$ cat src/rtl/np_operand_feeder.sv
// np_operand_feeder: streams a layer's activations, weights and thresholds chunk by chunk to one neuron processor
module np_operand_feeder #(
    parameter int PARALLEL_INPUTS = 8,
    parameter int NUM_INPUTS      = 784,
    parameter int NUM_NEURONS     = 256,
    parameter int THRESH_W        = 32,
    localparam int CHUNKS  = (NUM_INPUTS + PARALLEL_INPUTS - 1) / PARALLEL_INPUTS,
    localparam int WADDR_W = (NUM_NEURONS * CHUNKS > 1) ? $clog2(NUM_NEURONS * CHUNKS) : 1,
    localparam int NADDR_W = (NUM_NEURONS > 1) ? $clog2(NUM_NEURONS) : 1,
    localparam int CADDR_W = (CHUNKS > 1) ? $clog2(CHUNKS) : 1
) (
    input  logic                       clk,
    input  logic                       rst,
    input  logic                       start,
    output logic                       busy,
    output logic                       done,
    input  logic                       act_wr_en,
    input  logic [CADDR_W-1:0]         act_wr_addr,
    input  logic [PARALLEL_INPUTS-1:0] act_wr_data,
    output logic                       wt_rd_en,
    output logic [WADDR_W-1:0]         wt_addr,
    input  logic [PARALLEL_INPUTS-1:0] wt_rdata,
    output logic                       thr_rd_en,
    output logic [NADDR_W-1:0]         thr_addr,
    input  logic [THRESH_W-1:0]        thr_rdata,
    input  logic                       rd_en,
    output logic [PARALLEL_INPUTS-1:0] inputs,
    output logic [PARALLEL_INPUTS-1:0] weights,
    output logic [THRESH_W-1:0]        threshold,
    output logic                       inputs_valid,
    output logic                       weights_valid
);
    localparam int VALID_LAST = NUM_INPUTS - (CHUNKS - 1) * PARALLEL_INPUTS;

    typedef enum logic [2:0] {IDLE, FETCH, WAIT, PRESENT, DONE} state_t;

    state_t                     state_q, state_d;
    logic [NADDR_W-1:0]         neuron_q, neuron_d;
    logic [CADDR_W-1:0]         chunk_q, chunk_d;
    logic [WADDR_W-1:0]         wt_addr_q, wt_addr_d;
    logic [PARALLEL_INPUTS-1:0] inputs_q, inputs_d;
    logic [PARALLEL_INPUTS-1:0] weights_q, weights_d;
    logic                       valid_q, valid_d;
    logic [THRESH_W-1:0]        threshold_q, threshold_d;
    logic [THRESH_W-1:0]        thr_shadow_q, thr_shadow_d;
    logic [PARALLEL_INPUTS-1:0] act_q [CHUNKS];
    logic [PARALLEL_INPUTS-1:0] pad_mask;
    logic [PARALLEL_INPUTS-1:0] pad;
    logic                       first_chunk, last_chunk, last_neuron, act_we;

    // bits of the last chunk beyond NUM_INPUTS are padding
    for (genvar g = 0; g < PARALLEL_INPUTS; g++) begin : g_pad
        assign pad_mask[g] = (g >= VALID_LAST);
    end

    assign first_chunk   = (chunk_q == '0);
    assign last_chunk    = (chunk_q == CADDR_W'(CHUNKS - 1));
    assign last_neuron   = (neuron_q == NADDR_W'(NUM_NEURONS - 1));
    assign pad           = last_chunk ? pad_mask : '0;
    assign act_we        = act_wr_en && (state_q == IDLE) && (32'(act_wr_addr) < CHUNKS);

    assign busy          = (state_q != IDLE);
    assign done          = (state_q == DONE);
    assign wt_rd_en      = (state_q == FETCH);
    assign thr_rd_en     = wt_rd_en && first_chunk;
    assign wt_addr       = wt_addr_q;
    assign thr_addr      = neuron_q;
    assign inputs        = inputs_q;
    assign weights       = weights_q;
    assign threshold     = threshold_q;
    assign inputs_valid  = valid_q;
    assign weights_valid = valid_q;

    // activation buffer survives reset so a layer can be replayed after an abort
    always_ff @(posedge clk) begin
        if (act_we) act_q[act_wr_addr] <= act_wr_data;
    end

    // sequencer: fetch, wait for memory, present until the processor takes the chunk
    always_comb begin
        state_d      = state_q;
        neuron_d     = neuron_q;
        chunk_d      = chunk_q;
        wt_addr_d    = wt_addr_q;
        inputs_d     = inputs_q;
        weights_d    = weights_q;
        valid_d      = valid_q;
        threshold_d  = threshold_q;
        thr_shadow_d = thr_shadow_q;
        case (state_q)
            IDLE: begin
                if (start) begin
                    state_d   = FETCH;
                    neuron_d  = '0;
                    chunk_d   = '0;
                    wt_addr_d = '0;
                end
            end
            FETCH: state_d = WAIT;
            WAIT: begin
                inputs_d  = act_q[chunk_q] & ~pad;
                weights_d = wt_rdata | pad;
                valid_d   = 1'b1;
                if (first_chunk) thr_shadow_d = thr_rdata;
                state_d   = PRESENT;
            end
            PRESENT: begin
                if (rd_en) begin
                    valid_d   = 1'b0;
                    wt_addr_d = wt_addr_q + WADDR_W'(1);
                    if (first_chunk) threshold_d = thr_shadow_q;
                    if (!last_chunk) begin
                        chunk_d = chunk_q + CADDR_W'(1);
                        state_d = FETCH;
                    end else if (!last_neuron) begin
                        neuron_d = neuron_q + NADDR_W'(1);
                        chunk_d  = '0;
                        state_d  = FETCH;
                    end else begin
                        state_d = DONE;
                    end
                end
            end
            DONE: state_d = IDLE;
            default: state_d = IDLE;
        endcase
    end

    // state and output registers
    always_ff @(posedge clk) begin
        if (rst) begin
            state_q      <= IDLE;
            neuron_q     <= '0;
            chunk_q      <= '0;
            wt_addr_q    <= '0;
            inputs_q     <= '0;
            weights_q    <= '0;
            valid_q      <= 1'b0;
            threshold_q  <= '0;
            thr_shadow_q <= '0;
        end else begin
            state_q      <= state_d;
            neuron_q     <= neuron_d;
            chunk_q      <= chunk_d;
            wt_addr_q    <= wt_addr_d;
            inputs_q     <= inputs_d;
            weights_q    <= weights_d;
            valid_q      <= valid_d;
            threshold_q  <= threshold_d;
            thr_shadow_q <= thr_shadow_d;
        end
    end
endmodule

$ cat config.mk
export PLATFORM = sky130hd
export DESIGN_NAME = np_operand_feeder
export DESIGN_NICKNAME = d
export VERILOG_FILES = /design/src/rtl/np_operand_feeder.sv
export SDC_FILE = /design/constraint.sdc
export NUM_CORES = 1
export LEC_CHECK = 0
export CORE_MARGIN = 3
export CORE_UTILIZATION = 50
export DETAILED_ROUTE_END_ITERATION = 10
export GPL_TIMING_DRIVEN = 0
export PLACE_DENSITY = 0.8
export SKIP_CTS_REPAIR_TIMING = 1
export SYNTH_ARGS = -nofsm -noshare
export SYNTH_HDL_FRONTEND = slang
export SYNTH_SLANG_ARGS = --single-unit
$ cat constraint.sdc
create_clock -name clk -period 3.5 [get_ports clk]
set_input_delay 0.875 -clock clk [delete_from_list [all_inputs] [get_ports clk]]
set_output_delay 0.875 -clock clk [all_outputs]
set_load 0.01 [all_outputs]
After elaboration in Yosys (flattened, before gate mapping)
Memories as Yosys holds them, arrays and structs flattened. A register that Yosys moved wholly into a read port is not among the register bits.
Cells that the tools add are included.
{"block": "totals", "ff_bits": 106, "mem_bits_rw": 784, "output_inout_bits": 77, "memories": 1}
{"name": "act_q", "depth": 98, "width": 8, "rd": 1, "rd_clocked_by_memory_dff": 1, "write_ports": 1, "line": "46", "source": "logic [PARALLEL_INPUTS-1:0] act_q [CHUNKS];"}
{"block": "op_classes", "add_sub_neg": 3, "order_cmp": 1, "n_eq_ne": 11, "n_mux": 22, "reduce_logical": 15}
{"op": "$mux 8", "n": 4}
{"op": "$mux 15", "n": 2}
{"op": "$pmux 15 s2", "n": 1}
{"op": "$mux 7", "n": 4}
{"op": "$pmux 8 s2", "n": 1}
{"op": "$add 15x1->15 const B", "n": 1}
{"op": "$pmux 7 s2", "n": 1}
{"op": "$mux 3", "n": 4}
{"op": "$pmux 3 s4", "n": 1}
{"op": "$add 8x1->8 const B", "n": 1}
{"op": "$eq 8x8->1 const B", "n": 1}
{"op": "$ne 2x2->1 const B", "n": 4}
{"op": "$add 7x1->7 const B", "n": 1}
{"op": "$eq 7x7->1 const B", "n": 1}
{"op": "$logic_not 7->1", "n": 1}
{"op": "$lt 7x7->1 const B", "n": 1}
{"op": "$eq 3x2->1 const B", "n": 2}
{"op": "$reduce_and 2->1", "n": 3}
{"op": "$reduce_and 3->1", "n": 2}
{"op": "$reduce_and 5->1", "n": 1}
{"op": "$reduce_and 4->1", "n": 1}
{"op": "$reduce_bool 2->1", "n": 2}
{"op": "$eq 3x1->1 const B", "n": 1}
{"op": "$eq 3x3->1 const B", "n": 1}
{"op": "other kinds (6)", "n": 10}

Logic depth before layout (Yosys ltp)
Gate-level depths: netlist (run 1).
{"block": "depth", "ltp_word": 5, "mapped_depth": 13}

Worst setup path after synthesis (run 1)
No wires, ideal clock.
{"block": "synth_path", "path_kind": "input to register", "from": "input port act_wr_addr[3]", "to": "memory act_q[96][0], enable pin", "setup_ns": 0.395, "arrival_time_ns": 2.533, "required_time_ns": 3.105, "slack_ns": 0.572, "path_stages": 6, "cell_sequence": "clkbuf_1 > nor4_1 > o211ai_1 > nor2_1 > nand2_1 > nor4_1"}
{"block": "synth_between", "elab_chain_cells": 4}
{"item": "from (decl)", "line": "18", "source": "input logic [CADDR_W-1:0] act_wr_addr,"}
{"item": "$lt 7x7->1", "line": "60", "source": "assign act_we = act_wr_en && (state_q == IDLE) && (32'(act_wr_addr) < CHUNKS);"}
{"item": "$logic_and 1x1->1", "line": "60"}
{"item": "$mux 1", "line": "76", "source": "if (act_we) act_q[act_wr_addr] <= act_wr_data;"}
{"item": "$mux 1 (implied by the code)", "line": "76"}
{"item": "to (decl)", "line": "46"}
Parallel ways exist; a longest one is shown, timed or not.

Final worst setup path (run 1)
{"block": "layout_path", "from": "input port act_wr_addr[1]", "to": "memory act_q[81][2], enable pin"}
The elaborated chain is that of the path after synthesis.

==> summary.txt, run 1 <==
Die
  • Die H: between 200 and 300 um
  • Die area: roughly 73000 um^2
  • Core area: 69100 um^2
  • # rows: between 90 and 100
  • IO Pins: about 140
  • Die width: 271 um
  • Initial Util: 0.508

Synthesis
  • Gate Count Post-Synth: slightly above 2000
  • Synth async-reset ratio: 0
  • Seq cells post-synth: around 900
  • Avg Inst Size Synth: ~17 um^2
  • Synthesized Nets: roughly 2100
  • Count leader, synth: edfxtp_1
  • Post-synthesis cell type count: a little over 60
  • EDFF count, synth: about 780
  • Synth warn: 0
  • Netlist Area Pre-Place: approximately 35000 um^2
  • Top cell type's share of synthesized area: 0.671
  • Synth area leaders: edfxtp_1, mux4_2, dfxtp_1
  • Ranking of synthesized cells by instance count: edfxtp_1, nand2_1, nor2_1
  • Sequential-to-total area share from yosys stat: 0.736
  • Main synth FF type: edfxtp_1
  • Synth area leader: edfxtp_1

Setup path
  • Worst r2r path cells: 7
  • Worst EP arrival: roughly 3.9 ns
  • Setup crit start kind: primary input
  • CP Class: primary input to flop
  • Worst EP required: ~3.8 ns
  • Crit Path Max Fanout: 10
  • Critical Path End Type: flop

Power
  • Max VDD drop: between 0.3 and 0.4 mV
  • Comb power frac: 0.058
  • Net Switching: 4.83 mW
  • Leak pwr: 12.9 nW
  • Pwr Density: roughly 560 nW/um^2
  • P_int: approximately 18 mW
  • Clk network pwr share: 0.430
  • Switch share: 0.211
  • Reg power frac: 0.512

STA
  • Fin Setup TNS: -4.39 ns
  • Final WS setup: -0.112 ns
  • Fmax: roughly 0.28 GHz
  • Endpoints failing setup: about 110
  • Clock Skew: 0.0323 ns
  • Final min period: 3.61 ns
  • Fin. max-slew vios: 0
  • RSZ-0062 raised after global routing: yes
  • Crit share post-route: 1.03
  • Worst-Margin Slew: ~1.4 ns
  • Final hold violation count: 0
  • Relative slew slack: 0.0402

Global routing
  • Number of global-route vias before repair: 20286
  • GR peak layer: met2
  • Met1 GRT Util: 0.325
  • First-pass GRT wire length: 133 mm
  • Pin count of the biggest net entering global routing: between 90 and 100
  • M2 GR Usage: 0.380
  • Met3 usage: 0.0751
  • GRT overflow: 0
  • Gr usage total: 0.245
  • Initial antenna violation count: 3

Finish
  • Share of cells above drive strength 1: 0.198
  • Nets@finish: 2313
  • Synth-to-layout area growth: 17.0%
  • Non-Filler Instances: approximately 3300
  • Post-route cell area: roughly 41000 um^2

Placement
  • DP Cell Count: 3089
  • GP Congestion: about 0.95
  • DP Worst Slack: -0.785 ns
  • Area after DPL: 37700 um^2
  • I/O Buffers: between 100 and 150
  • Post-detail-place hpwl: approximately 60 mm

Routing
  • Vias per cell: roughly 6.3
  • Iteration-0 DRC Markers: slightly above 3000
  • DRT Wirelength: 90.8 mm
  • Total number of vias: about 20000
  • Post-DR wirelength/cell: about 28 um
  • DRC Markers: 0
  • Drt pass-1 iters: 6
  • Detail Route Antenna Nets: 0

Status
  • Status: finished with violations
  • Failing checks: setup timing

Clock tree
  • Max clock buf depth: 3
  • TritonCTS Sinks: approximately 900
  • Clock-pin slew on the worst setup and hold paths: 0.06 ns
  • Clk Latency, worst-skew pair: around 0.64 ns
  • Htree depth: 3
  • Clock buffer count from CTS: 89
  • Root Buffer: clkbuf_16
  • CTS tree: built

Min path
  • Hold Path Stages: 2
  • Class of the worst hold path: flop to flop

Flow run
  • Maxcap violations: 0
flip-flops by register name, indices dropped and copies added (netlist names):
register      flops
thr_addr          8
act_q           784
inputs_valid      1
state_q           3
thr_shadow_q     32
inputs            8
wt_addr          15
weights           8
threshold        32
chunk_q           7
final timing paths:
path                                      start  slack (ns)                       endpoint
setup / recovery                 act_wr_addr[1]       -0.11         act_q[81][2]$_DFFE_PP_
hold / removal    thr_shadow_q[18]$_SDFFE_PP0P_        0.46  thr_shadow_q[18]$_SDFFE_PP0P_
setup reg to reg        state_q[0]$_SDFFE_PP0P_        0.03         act_q[81][2]$_DFFE_PP_
hold reg to reg   thr_shadow_q[18]$_SDFFE_PP0P_        0.46  thr_shadow_q[18]$_SDFFE_PP0P_
cell families after synthesis:
logic type | share of synthesized area
adders and majority gates | 0.00178
AOI/OAI and AO/OA | 0.0369
muxes | 0.143
buffers and inverters | 0.0169
DFF | 0.736
and+or+nand+nor | 0.0610
xor gates and xnor gates | 0.00399
layout make-up:
| type | instances | area [um^2] |
|---|---|---|
| antenna | 5 | 12.5 |
| buffer | 114 | 601 |
| clock buffer | 124 | 2540 |
| clock inverter | 39 | 485 |
| fill | 4816 | 28000 |
| inverter | 11 | 53.8 |
| multi-input combinational | 992 | 8890 |
| sequential | 898 | 25800 |
| tap | 931 | 1160 |
| timing repair buffer | 142 | 1470 |
layout by cell type (no fill, tap or decap), types with 17 or more instances in the layout:
master and n:
edfxtp_1 784, nand2_1 182, mux4_2 159, clkdlybuf4s50_1 124, dfxtp_1 114, mux2i_1 101, nor2_1 100, clkbuf_16 93
clkbuf_1 79, a21oi_1 74, nor2_2 57, buf_2 32, nor2b_1 31, nand3_1 30, mux2_2 30, o21ai_0 22
a211oi_1 20, buf_4 17
per-stage QoR:
| step | power, mW | utilization | hold slack, ns |
|---|---|---|---|
| 3_5_place_dp | 13.2 | 0.546 | 0.449 |
| 6_report | 22.9 | 0.594 | 0.457 |
| 4_1_cts | 22.9 | 0.590 | 0.457 |
| 2_1_floorplan | 12.6 | - | 0.436 |
| 5_1_grt | 23.4 | 0.594 | 0.475 |
| 3_3_place_gp | 13.2 | 0.544 | 0.441 |
power groups by stage:
stage | logic, mW | clock network, mW | registers, mW
2_1_floorplan | 0.679 | 0 | 11.9
3_3_place_gp | 1.21 | 0 | 12.0
3_5_place_dp | 1.27 | 0 | 11.9
4_1_cts | 1.28 | 9.90 | 11.7
5_1_grt | 1.40 | 10.3 | 11.7
6_report | 1.33 | 9.84 | 11.7
metal layers:
layer,vias up,wire length (um)
met2,1485,42300
met5,-,11
li1,8420,-
met1,10231,33900
met3,252,10900
met4,2,3720
critical path, cell delays in order:
cell             delay, ns
clkdlybuf4s50_1       0.61
nor4_1                0.38
o211ai_1              0.16
nor2_1                0.32
nand2_1               0.19
clkbuf_1              0.51
nor2_1                0.83
Power figures use the tool's default switching activity.
==> inputs of run 2 (changes only) <==
--- a/config.mk
+++ b/config.mk
@@ -7,6 +7,7 @@
 export LEC_CHECK = 0
 export CORE_MARGIN = 3
 export CORE_UTILIZATION = 50
+export CTS_CLUSTER_DIAMETER = 120
 export DETAILED_ROUTE_END_ITERATION = 10
 export GPL_TIMING_DRIVEN = 0
 export PLACE_DENSITY = 0.8
==> results of run 2 <==
Same layout as run 1: the final DEF is identical, and so are final timing and power.
